<file path="src/rtl/sram_arbiter_pkg.sv">
// Shared constants and types for the packet SRAM arbiter.
// Port ids match the parser/loader wiring at the SRAM boundary.
package sram_arbiter_pkg;
    localparam int ADDR_W           = 32;
    localparam int DATA_W           = 32;
    localparam int SEL_W            = 4;
    localparam int STAT_W           = 32;
    localparam int SRAM_PORT_PARSER = 0;
    localparam int SRAM_PORT_LOADER = 1;
    localparam logic [DATA_W-1:0] ZERO_WORD = '0;

    typedef struct packed {
        logic              we;
        logic [ADDR_W-1:0] addr;
        logic [SEL_W-1:0]  sel;
        logic [DATA_W-1:0] wdata;
    } sram_req_t;
endpackage

</file>
<file path="src/rtl/sram_rsp_pipe.sv">
// Owner-tag shift register: tracks which port issued each read so the
// response returning READ_LATENCY cycles after the SRAM access is routed back.
module sram_rsp_pipe #(
    parameter int READ_LATENCY = 1
) (
    input  logic       clk,
    input  logic       rst,
    input  logic       i_push,
    input  logic       i_port,
    output logic [1:0] o_rvalid
);
    logic [READ_LATENCY:0] r_vld_pipe;
    logic [READ_LATENCY:0] r_own_pipe;

    always_ff @(posedge clk) begin
        if (rst) begin
            r_vld_pipe <= '0;
            r_own_pipe <= '0;
        end else begin
            r_vld_pipe <= {r_vld_pipe[READ_LATENCY-1:0], i_push};
            r_own_pipe <= {r_own_pipe[READ_LATENCY-1:0], i_port};
        end
    end

    assign o_rvalid[0] = r_vld_pipe[READ_LATENCY] & ~r_own_pipe[READ_LATENCY];
    assign o_rvalid[1] = r_vld_pipe[READ_LATENCY] &  r_own_pipe[READ_LATENCY];
endmodule

</file>
<file path="src/rtl/sram_arbiter.sv">
// Round-robin arbiter sharing one registered SRAM port between parser (0) and loader (1).
// Optional per-port grant and conflict counters when SRAM_ARB_STATS_EN is defined.
module sram_arbiter
    import sram_arbiter_pkg::*;
#(
    parameter int READ_LATENCY = 1,
    parameter int NUM_PORTS    = 2
) (
    input  logic                                clk,
    input  logic                                rst,
    input  logic [NUM_PORTS-1:0]                req_i,
    input  logic [NUM_PORTS-1:0]                we_i,
    input  logic [NUM_PORTS-1:0][ADDR_W-1:0]    addr_i,
    input  logic [NUM_PORTS-1:0][SEL_W-1:0]     sel_i,
    input  logic [NUM_PORTS-1:0][DATA_W-1:0]    wdata_i,
    output logic [NUM_PORTS-1:0]                gnt_o,
    output logic [NUM_PORTS-1:0]                rvalid_o,
    output logic [NUM_PORTS-1:0][DATA_W-1:0]    rdata_o,
    output logic                                sram_ce_o,
    output logic                                sram_we_o,
    output logic [ADDR_W-1:0]                   sram_addr_o,
    output logic [SEL_W-1:0]                    sram_sel_o,
    output logic [DATA_W-1:0]                   sram_data_o,
    input  logic [DATA_W-1:0]                   sram_data_i
`ifdef SRAM_ARB_STATS_EN
    ,
    output logic [NUM_PORTS-1:0][STAT_W-1:0]    stat_gnt_o,
    output logic [STAT_W-1:0]                   stat_conflict_o
`endif
);
    logic      r_rr_ptr;
    logic      w_both;
    logic      w_any;
    logic      w_gnt_port;
    sram_req_t w_sel_req;

    assign w_both     = req_i[SRAM_PORT_PARSER] & req_i[SRAM_PORT_LOADER];
    assign w_any      = (|req_i) & ~rst;
    // A lone requester wins outright; the pointer only breaks ties.
    assign w_gnt_port = w_both ? r_rr_ptr : req_i[SRAM_PORT_LOADER];

    assign gnt_o[SRAM_PORT_PARSER] = w_any & ~w_gnt_port;
    assign gnt_o[SRAM_PORT_LOADER] = w_any &  w_gnt_port;

    assign w_sel_req = '{we:    we_i[w_gnt_port],
                         addr:  addr_i[w_gnt_port],
                         sel:   sel_i[w_gnt_port],
                         wdata: wdata_i[w_gnt_port]};

    always_ff @(posedge clk) begin
        if (rst) begin
            r_rr_ptr    <= 1'b0;
            sram_ce_o   <= 1'b0;
            sram_we_o   <= 1'b0;
            sram_addr_o <= '0;
            sram_sel_o  <= '0;
            sram_data_o <= ZERO_WORD;
        end else if (w_any) begin
            r_rr_ptr    <= ~w_gnt_port;
            sram_ce_o   <= 1'b1;
            sram_we_o   <= w_sel_req.we;
            sram_addr_o <= w_sel_req.addr;
            sram_sel_o  <= w_sel_req.sel;
            sram_data_o <= w_sel_req.wdata;
        end else begin
            sram_ce_o   <= 1'b0;
            sram_we_o   <= 1'b0;
        end
    end

    sram_rsp_pipe #(.READ_LATENCY(READ_LATENCY)) u_rsp_pipe (
        .clk      (clk),
        .rst      (rst),
        .i_push   (w_any & ~w_sel_req.we),
        .i_port   (w_gnt_port),
        .o_rvalid (rvalid_o)
    );

    for (genvar p = 0; p < NUM_PORTS; p++) begin : g_rdata
        assign rdata_o[p] = sram_data_i;
    end

`ifdef SRAM_ARB_STATS_EN
    logic [NUM_PORTS-1:0][STAT_W-1:0] r_stat_gnt;
    logic [STAT_W-1:0]                r_stat_conflict;

    always_ff @(posedge clk) begin
        if (rst) begin
            r_stat_gnt      <= '0;
            r_stat_conflict <= '0;
        end else begin
            for (int p = 0; p < NUM_PORTS; p++)
                if (gnt_o[p]) r_stat_gnt[p] <= r_stat_gnt[p] + 32'd1;
            if (w_both) r_stat_conflict <= r_stat_conflict + 32'd1;
        end
    end

    assign stat_gnt_o      = r_stat_gnt;
    assign stat_conflict_o = r_stat_conflict;
`endif
endmodule
</file>
<file path="config.mk">
export PLATFORM = sky130hd
export DESIGN_NAME = sram_arbiter
export DESIGN_NICKNAME = d
export VERILOG_FILES = /design/src/rtl/sram_arbiter_pkg.sv /design/src/rtl/sram_rsp_pipe.sv /design/src/rtl/sram_arbiter.sv
export SDC_FILE = /design/constraint.sdc
export NUM_CORES = 1
export LEC_CHECK = 0
export ABC_CLOCK_PERIOD_IN_PS = 4200
export CAP_MARGIN = 20
export CORE_MARGIN = 3
export CORE_UTILIZATION = 35
export DETAILED_ROUTE_END_ITERATION = 8
export PLACE_DENSITY = 0.91
export SLEW_MARGIN = 20
export SYNTH_ARGS = -nofsm -noshare
export SYNTH_HDL_FRONTEND = slang
export SYNTH_SLANG_ARGS = --single-unit
</file>
<file path="constraint.sdc">
create_clock -name clk -period 4.2 [get_ports clk]
set_clock_uncertainty 0.2 [all_clocks]
set_input_delay 0.84 -clock clk [delete_from_list [all_inputs] [get_ports clk]]
set_output_delay 0.84 -clock clk [all_outputs]
set_load 0.05 [all_outputs]
</file>
==> results.rst <==
.. list-table::
   :header-rows: 1

   * - Metric
     - Value
   * - Share of final-layout standard cells stronger than drive strength 1
     - 0.267
   * - Type of element capturing the critical path
     - primary output
   * - Die extent in y
     - 122 µm
   * - Residual antenna-violating net count after detailed routing
     - 0
   * - Clock tree from TritonCTS
     - built
   * - Post-Synthesis Mean Instance Area
     - 9.78 µm²
   * - Final number of max-transition violations
     - 0
   * - Number of hold-repair buffers added at the cts stage
     - 0
   * - Cell row count
     - 41
   * - Worst-path cell with the longest stage delay
     - sky130_fd_sc_hd__clkdlybuf4s50_1
   * - Clock tree sinks
     - 75
   * - WS Path Type
     - in2out
   * - HPWL after detailed placement
     - 9.58 mm
   * - YS warnings
     - 0
   * - Pin count of the biggest net entering global routing
     - 71
   * - Proportion of synthesized chip area in sequential cells
     - 0.317
   * - Clk root buf
     - sky130_fd_sc_hd__clkbuf_16
   * - Post-layout utilization of the core
     - 0.516
   * - Number of failing setup endpoints in the final timing report
     - 0
   * - Power Dens Cells
     - 362 nW/µm²
   * - Chain of cells forming the critical path
     - clkdlybuf4s50_1 -> nand2b_4 -> a211oi_1 -> buf_4
   * - Number of detailed-routing iterations run before antenna repair
     - 4
   * - Sum of overflow across all layers after global routing
     - 0
   * - Horizontal extent of the die
     - 122 µm
   * - Avg WL per Cell
     - 18.2 µm
   * - IO buf count
     - 215
   * - Final net count
     - 775
   * - Cell Area, Placed
     - 6340 µm²
   * - Max capacitance violation total
     - 0
   * - Worst min path class
     - reg2reg
   * - Clock slew at the register clock pins of the worst setup and hold paths
     - 0.06 ns
   * - Worst path max stage delay
     - 0.63 ns
   * - Setup repair after global routing missed its margin
     - no
   * - Switch Pwr
     - 773 µW
   * - Top library cells by usage in the layout, fill and taps aside
     - sky130_fd_sc_hd__clkdlybuf4s50_1, sky130_fd_sc_hd__dfxtp_1, sky130_fd_sc_hd__nor3_1, sky130_fd_sc_hd__nor2_1, sky130_fd_sc_hd__nor4_2
   * - Post-synthesis cell type count
     - 24
   * - CTS Buf Count
     - 9
   * - Filler Cells Inserted
     - 1162
   * - Combined global-route utilization of all metal layers
     - 0.183
   * - Count of cells resized by post-cts repair
     - 0
   * - Maximum buffer depth of the clock tree
     - 2
   * - Clock Power Share
     - 0.352
   * - Clk_lat worst skew
     - 0.33 ns
   * - Final hold violation count
     - 0
   * - DRC violation count after routing
     - 0
   * - Seq cells post-synth
     - 75
   * - Worst hold slack
     - 0.237 ns
   * - Fraction of power consumed by sequential logic
     - 0.333
   * - Shortest period the worst path allows
     - 3.21 ns
   * - Ratio of final minimum period to clock period
     - 0.764
   * - Switching share of power
     - 0.320
   * - CTS H-tree depth
     - 3
   * - Violation count after the first detailed-routing iteration
     - 133
   * - Number of antenna repair diodes
     - 0
   * - Drt total wl
     - 14.1 mm
   * - Arrival @ worst endpoint
     - 2.17 ns
   * - Share of total power in combinational logic
     - 0.316
   * - Worst-case headroom to the max-slew limit
     - 0.456
   * - Critical Path Start Type
     - input pin
   * - Initial antenna violation count
     - 0
   * - Most frequent standard cell in the layout excluding fill and tap cells
     - sky130_fd_sc_hd__clkdlybuf4s50_1
   * - Final Instance Area
     - 6670 µm²
   * - Die Area
     - 15000 µm²
   * - Routability Congestion
     - 0.730
   * - Vias in the first global route
     - 4033
   * - Synthesized instance count
     - 484
   * - Critical-path maximum fanout
     - 8
   * - Layout overhead on the synthesized area
     - 40.9%
   * - Post-CTS setup repair buffer count
     - 0
   * - Global-route wire length before repair
     - 21.2 mm
   * - Synth Net Count
     - 658
   * - Total number of vias
     - 4020
   * - Total Negative Setup Slacks
     - 0 ns
   * - Drt via density
     - 5.17
   * - WP data required
     - 3.16 ns
   * - Worst-margin pin slew
     - 0.817 ns
   * - Internal power
     - 1640 µW
   * - Cell leakage power
     - 0.00224 µW
   * - Core Footprint
     - 12900 µm²
   * - Combined area of all synthesized cells
     - 4730 µm²
   * - Worst VDD drop
     - 0.205 mV
   * - Initial cell density of the core
     - 0.366
   * - Run status
     - finished, final reports clean
   * - Fmax
     - 312 MHz
   * - I/O pin count
     - 312
[power by group through the flow]
stage          sequential (µW)  clock [µW]  combinational (µW)
2_1_floorplan             1020           0                 437
3_3_place_gp               817           0                 761
3_5_place_dp               820           0                 766
4_1_cts                    804         877                 768
5_1_grt                    811         899                 802
6_report                   804         849                 762
[registers in the layout (all words and copies together) (netlist names)]
name / flops
sram_ce_o: 1
u_rsp_pipe.r_own_pipe: 2
u_rsp_pipe.r_vld_pipe: 2
r_rr_ptr: 1
sram_data_o: 32
sram_we_o: 1
sram_sel_o: 4
sram_addr_o: 32
[metrics by stage]
stage	power, µW	instances	setup WS [ns]
6_report	2420	778	0.991
5_1_grt	2510	778	0.874
4_1_cts	2450	778	0.929
3_5_place_dp	1590	762	0.931
3_3_place_gp	1580	762	0.903
2_1_floorplan	1460	484	0.739
[cell families after synthesis]
group / count (synthesis) / synth area share
buffers and inverters: 119 / 0.181
flip-flops: 75 / 0.317
AND/OR/NAND/NOR: 218 / 0.324
AO/OA/AOI/OAI: 72 / 0.178
[layout make-up]
type                    instances  area, µm²  area share
clock buffers                  12        256      0.0385
clock inverters                 4       72.6      0.0109
well taps                     172        215      0.0323
multi-input cells             290       2380       0.358
inverters                       1       3.75    0.000563
repair buffers                224       2230       0.335
flip-flops and latches         75       1500       0.225
[worst max-delay path, delay by kind of cell]
family                 cells  cell delay, ns
buffers and inverters      2            0.88
AO/OA/AOI/OAI              1            0.29
AND/OR/NAND/NOR            1            0.15
[path summary, 6_finish.rpt]
kind	from	endpoint	slack (ns)	cells after the start
max	req_i[0]	gnt_o[0]	0.99	4
min	u_rsp_pipe.r_own_pipe[0]	u_rsp_pipe.r_own_pipe[1]	0.24	1
max reg2reg	r_rr_ptr	sram_data_o[29]	2.30	4
min reg2reg	u_rsp_pipe.r_own_pipe[0]	u_rsp_pipe.r_own_pipe[1]	0.24	1
[Yosys cell counts]
master | n | area (µm²)
sky130_fd_sc_hd__a211oi_1 | 8 | 60.1
sky130_fd_sc_hd__a211oi_2 | 61 | 763
sky130_fd_sc_hd__a21boi_1 | 1 | 7.51
sky130_fd_sc_hd__a21oi_1 | 1 | 5.00
sky130_fd_sc_hd__and2_1 | 1 | 6.26
sky130_fd_sc_hd__and2b_1 | 1 | 7.51
sky130_fd_sc_hd__and3_1 | 1 | 6.26
sky130_fd_sc_hd__buf_2 | 19 | 95.1
sky130_fd_sc_hd__buf_4 | 79 | 593
sky130_fd_sc_hd__buf_6 | 5 | 56.3
sky130_fd_sc_hd__bufbuf_8 | 2 | 37.5
sky130_fd_sc_hd__clkbuf_1 | 11 | 41.3
sky130_fd_sc_hd__clkbuf_8 | 2 | 27.5
sky130_fd_sc_hd__dfxtp_1 | 75 | 1500
sky130_fd_sc_hd__inv_1 | 1 | 3.75
sky130_fd_sc_hd__nand2b_1 | 1 | 6.26
sky130_fd_sc_hd__nor2_1 | 70 | 263
sky130_fd_sc_hd__nor2_4 | 1 | 11.3
sky130_fd_sc_hd__nor2b_1 | 3 | 18.8
sky130_fd_sc_hd__nor3_1 | 70 | 350
sky130_fd_sc_hd__nor4_1 | 1 | 6.26
sky130_fd_sc_hd__nor4_2 | 68 | 851
sky130_fd_sc_hd__o21a_1 | 1 | 7.51
sky130_fd_sc_hd__or2_1 | 1 | 6.26
[per-layer routing]
| metal | track usage | vias up | wire (µm) |
|---|---|---|---|
| met5 | 0 | - | 0 |
| met4 | 0.0791 | 0 | 350 |
| met3 | 0.0659 | 27 | 1240 |
| met2 | 0.313 | 184 | 6870 |
| met1 | 0.205 | 1880 | 5680 |
| li1 | - | 1929 | - |
(Power assumes the default switching activity.)
==> RTL change 1, RTL diff (config.mk and constraints unchanged) <==
Change the package constant `ADDR_W` from 32 to 40.
--- a/src/rtl/sram_arbiter_pkg.sv
+++ b/src/rtl/sram_arbiter_pkg.sv
@@ -3,3 +3,3 @@
 package sram_arbiter_pkg;
-    localparam int ADDR_W           = 32;
+    localparam int ADDR_W           = 40;
     localparam int DATA_W           = 32;
Ports: changed (resized addr_i and sram_addr_o); port bits go from 312 to 336. The function was not compared with the original's and may differ.
==> RTL change 1 against the original RTL <==
Routed wire length is 4.4% higher; area after synthesis is 8.4% lower; sequential share of layout area is 3.1 points higher; sequential cell count is 8 higher; setup slack better by 0.060 ns; total power is 2.1% lower; register-to-register slack worse by 0.19 ns; cell area is 2.8% lower; critical path type unchanged.
==> RTL change 1: results (changes against the original RTL) <==
outcome: "finished, final reports clean"
dp_cells: 821  # +7.7%
fin_nets: 854  # +10%
cts_buffers: 9  # unchanged
drt_pass1_iterations: 6  # +2
grt_pass1_vias: 4199  # +4.1%
peakVddDrop_mv: 0.183  # -11%
grt_antenna_before_repair: 0  # unchanged
hpwl_um: 9830  # +2.5%
portBuffers: 239  # +11%
clock_latency_ns: 0.32
synth_commonest_cells: "83 x dfxtp_1, 78 x nor2_1, 78 x nor3_1"
synth_warnings: 0  # unchanged
fin_cells: 835  # +7.3%
cts-resized-gates: 0  # unchanged
post_cts_buffers: 0  # unchanged
use_met3_pct: 8.64  # +2.0 points
use_met2_pct: 31.8  # +0.56 points
clockRootBuffer: "clkbuf_16"
relSlewSlack_pct: 39.6  # -5.9 points
drive_above_1_share_pct: 5.70  # -21 points
viasPerCell: 5.40  # +4.5%
synth_seq_area_share_pct: 38.3  # +6.6 points
synth.distinct_cells: 20  # -17%
grt_max_degree: 79  # +11%
worst_ep_arrival_time_ns: 2.11  # -0.06 ns
clk_path_buf_depth: 2  # unchanged
gp_congestion: 0.792  # +8.4%
synth_area_leaders: "dfxtp_1 38%, a211oi_1 13%, buf_4 12%"
h-tree-depth: 3  # unchanged
r2r_slack_ns: 2.11  # -0.19 ns
critical-path-max-stage-delay_ns: 0.58  # -0.05 ns
grt_pass1_wl_um: 21700  # +2.1%
wirelength_um: 14800  # +4.4%
syn_nets: 721  # +9.6%
crit_fanout: 4  # -4
use_met1_pct: 22.9  # +2.4 points
drt_iter0_markers: 281  # +110%
path_clk_slew_ns: 0.06  # about the same
fill_cells: 1105  # -4.9%
reg_top3: "sram_addr_o: 40 flops, sram_data_o: 32 flops, sram_sel_o: 4 flops"
synthArstFlopShare_pct: 0  # unchanged
grt_usage_pct: 20.0  # +1.7 points
cellLeakagePower_nw: 2.30  # +2.9%
syn-instance-count: 531  # +9.7%
[RTL change 1: cell families (layout without fill, tap and decap cells)]
family	count (synthesis)	after routing	synth area share, %
flip-flops	83	83	38.3
buffers and inverters	126	262	18.6
AO/OA/AOI/OAI	80	80	13.8
AND/OR/NAND/NOR	242	242	29.3
[RTL change 1: through the flow]
step | hold slack (ns) | setup slack, ns | area (sq um)
2_1_floorplan | 0.214 | 0.615 | 4330
5_1_grt | 0.251 | 1.01 | 6480
3_3_place_gp | 0.217 | 1.06 | 6220
4_1_cts | 0.240 | 1.05 | 6480
3_5_place_dp | 0.226 | 1.06 | 6220
6_report | 0.240 | 1.05 | 6480
[RTL change 1: final timing paths]
| check | startpoint | to | cells after the start |
|---|---|---|---|
| min | u_rsp_pipe.r_own_pipe[0]$_SDFF_PP0_ | u_rsp_pipe.r_own_pipe[1]$_SDFF_PP0_ | 1 |
| max reg2reg | r_rr_ptr$_SDFFE_PP0P_ | sram_data_o[25]$_SDFFE_PP0P_ | 4 |
| max | req_i[0] | gnt_o[0] | 4 |
| min reg2reg | u_rsp_pipe.r_own_pipe[0]$_SDFF_PP0_ | u_rsp_pipe.r_own_pipe[1]$_SDFF_PP0_ | 1 |
[RTL change 1: layer usage]
| layer | up-vias | wire (um) | part of all wire (%) |
|---|---|---|---|
| li1 | 2143 | - | - |
| met1 | 2074 | 5860 | 40 |
| met2 | 252 | 6920 | 47 |
| met3 | 40 | 1560 | 11 |
| met4 | 0 | 423 | 2.9 |
| met5 | - | 0 | 0 |
[RTL change 1: layout make-up]
class | count | share of cell area [%]
clock buffer | 11 | 3.90
clock inverter | 3 | 0.232
inverter | 1 | 0.0579
multi-input combinational | 322 | 29.0
sequential | 83 | 25.6
tap | 168 | 3.24
timing repair buffer | 247 | 38.0
[RTL change 1: where the power goes]
group	total (mW)	internal, mW	switching [mW]
Sequential	0.891	0.856	0.0347
Combinational	0.754	0.312	0.442
Clock	0.720	0.423	0.297
Total	2.36	1.59	0.774
[RTL change 1: worst max-delay path, delay by kind of cell]
kind	cells	cell delay, ns
buffers and inverters	2	0.78
AO/OA/AOI/OAI	1	0.40
AND/OR/NAND/NOR	1	0.09
==> RTL change 2, RTL diff (same flow settings) <==
Without the edit above. The option `SRAM_ARB_STATS_EN` is turned on by a define.
--- a/src/rtl/sram_arbiter.sv
+++ b/src/rtl/sram_arbiter.sv
@@ -2,2 +2,4 @@
 // Optional per-port grant and conflict counters when SRAM_ARB_STATS_EN is defined.
+`define SRAM_ARB_STATS_EN
+
 module sram_arbiter
Behaviour (old outputs only; new: stat_conflict_o and stat_gnt_o): unchanged (equiv_simple and equiv_induct, registers matched by name and starting in step).
==> RTL change 2 against the original RTL <==
Non-clock buffer count rose by 100; synthesized cell count rose by 100%; sequential share of layout area rose by 7.3 points; routed wire length rose by 75%; sequential cell count rose by 96; total power rose by 72%; area after synthesis rose by 68%; utilization rose by 0.41 points; sequential power rose by 110%; cell area rose by 72%; global-route usage rose by 0.80 points; setup slack got worse by 0.097 ns; largest cell class unchanged.
==> RTL change 2: results (changes against the original RTL) <==
outcome: "finished, final reports clean"
synth.distinct_cells: 38  # +58%
p_sw_mw: 1.16  # +50%
post-route-util_pct: 52.0  # +0.41 points
timing.rr.end: "stat_gnt_o[57]$_SDFFE_PP0P_"
grt_pass1_vias: 7273  # +80%
holdWs_ns: 0.234  # -0.00323 ns
cts_buffers: 17  # +8
drt_pass1_iterations: 5  # +1
worst_setup_path_endpoint: "gnt_o[1]"
clock_latency_ns: 0.42  # +0.09 ns
peakVddDrop_mv: 0.219  # +6.5%
portBuffers: 311  # +45%
holdPathStages: 1  # unchanged
hold_end: "u_rsp_pipe.r_own_pipe[1]$_SDFF_PP0_"
wl_per_cell_um: 16.4  # -9.5%
use_met3_pct: 6.31  # -0.28 points
syn-instance-count: 985  # +100%
worst_slew_pin_slew_ns: 0.821  # +0.00444 ns
viasPerCell: 5.22  # +0.97%
synth_area_leaders: "dfxtp_1 43%, nand2_1 8.5%, a311oi_1 7.5%"
drive_above_1_share_pct: 4.67  # -22 points
grt_antenna_before_repair: 0  # unchanged
dp_cells: 1469  # +93%
r2r_slack_ns: 1.77  # -0.53 ns
drt_iter0_markers: 658  # +390%
num-multi-input-gates: 681  # +130%
n_all_inverters: 13  # +12
synth_commonest_cells: "180 x nand2_1, 171 x dfxtp_1, 153 x nor2_1"
grt_pass1_wl_um: 38000  # +79%
nClkBuffers: 18  # +6
fin_nets: 1385  # +79%
clock_area_share_pct: 5.61  # +0.68 points
synth_mux_area_share_pct: 0.267  # +0.27 points
met3WireLength_um: 2090  # +68%
h-tree-depth: 4  # +1
nonClkBufAreaFrac_pct: 28.2  # -5.3 points
use_met2_pct: 31.6  # +0.30 points
rr_startpoint: "r_rr_ptr$_SDFFE_PP0P_"
met1_length_um: 9780  # +72%
grt_usage_pct: 19.1  # +0.80 points
synth-compound-area-share_pct: 11.0  # -6.9 points
synth_seq_area_share_pct: 43.0  # +11 points
multi_input_area_sq_mm: 0.00378  # +58%
use_met1_pct: 23.2  # +2.7 points
gp_congestion: 0.873  # +20%
clock_sinks: 171  # +130%
syn_nets: 1162  # +77%
fill_cells: 1959  # +69%
synthXorXnorAreaFrac_pct: 7.38  # +7.4 points
synth_fa_ha_area_share_pct: 0.472  # +0.47 points
core_area_sq_mm: 0.0221  # +71%
worst_ep_arrival_time_ns: 2.27  # +0.10 ns
grt_max_degree: 74  # +4.2%
vias: 7831  # +95%
seq_area_share_pct: 29.8  # +7.3 points
cellLeakagePower_nw: 4.11  # +84%
-- RTL change 2: cell count changes in the layout (fill, tap and decap cells not counted), sizes merged, moves of 52 or more --
cell / before / now
nor2: 71 / 153
a211oi: 69 / 0
a311oi: 0 / 68
nand2: 0 / 180
dfxtp: 75 / 171
nor3: 70 / 18
clkdlybuf4s50: 211 / 308
nor4: 69 / 13
-- RTL change 2: metrics by stage --
step	total power [mW]	setup slack (ns)
after floorplan	2.30	0.936
after global placement	2.44	0.624
after detailed placement	2.45	0.631
after CTS	4.20	0.871
after global routing	4.31	0.768
final	4.16	0.894
-- RTL change 2: power by group through the flow --
stage / Combinational (mW) / Sequential (mW) / Clock [mW]
after floorplan: 0.333 / 1.97 / 0
final: 0.695 / 1.72 / 1.74
after CTS: 0.697 / 1.72 / 1.78
after global routing: 0.734 / 1.73 / 1.85
after global placement: 0.687 / 1.76 / 0
after detailed placement: 0.695 / 1.76 / 0
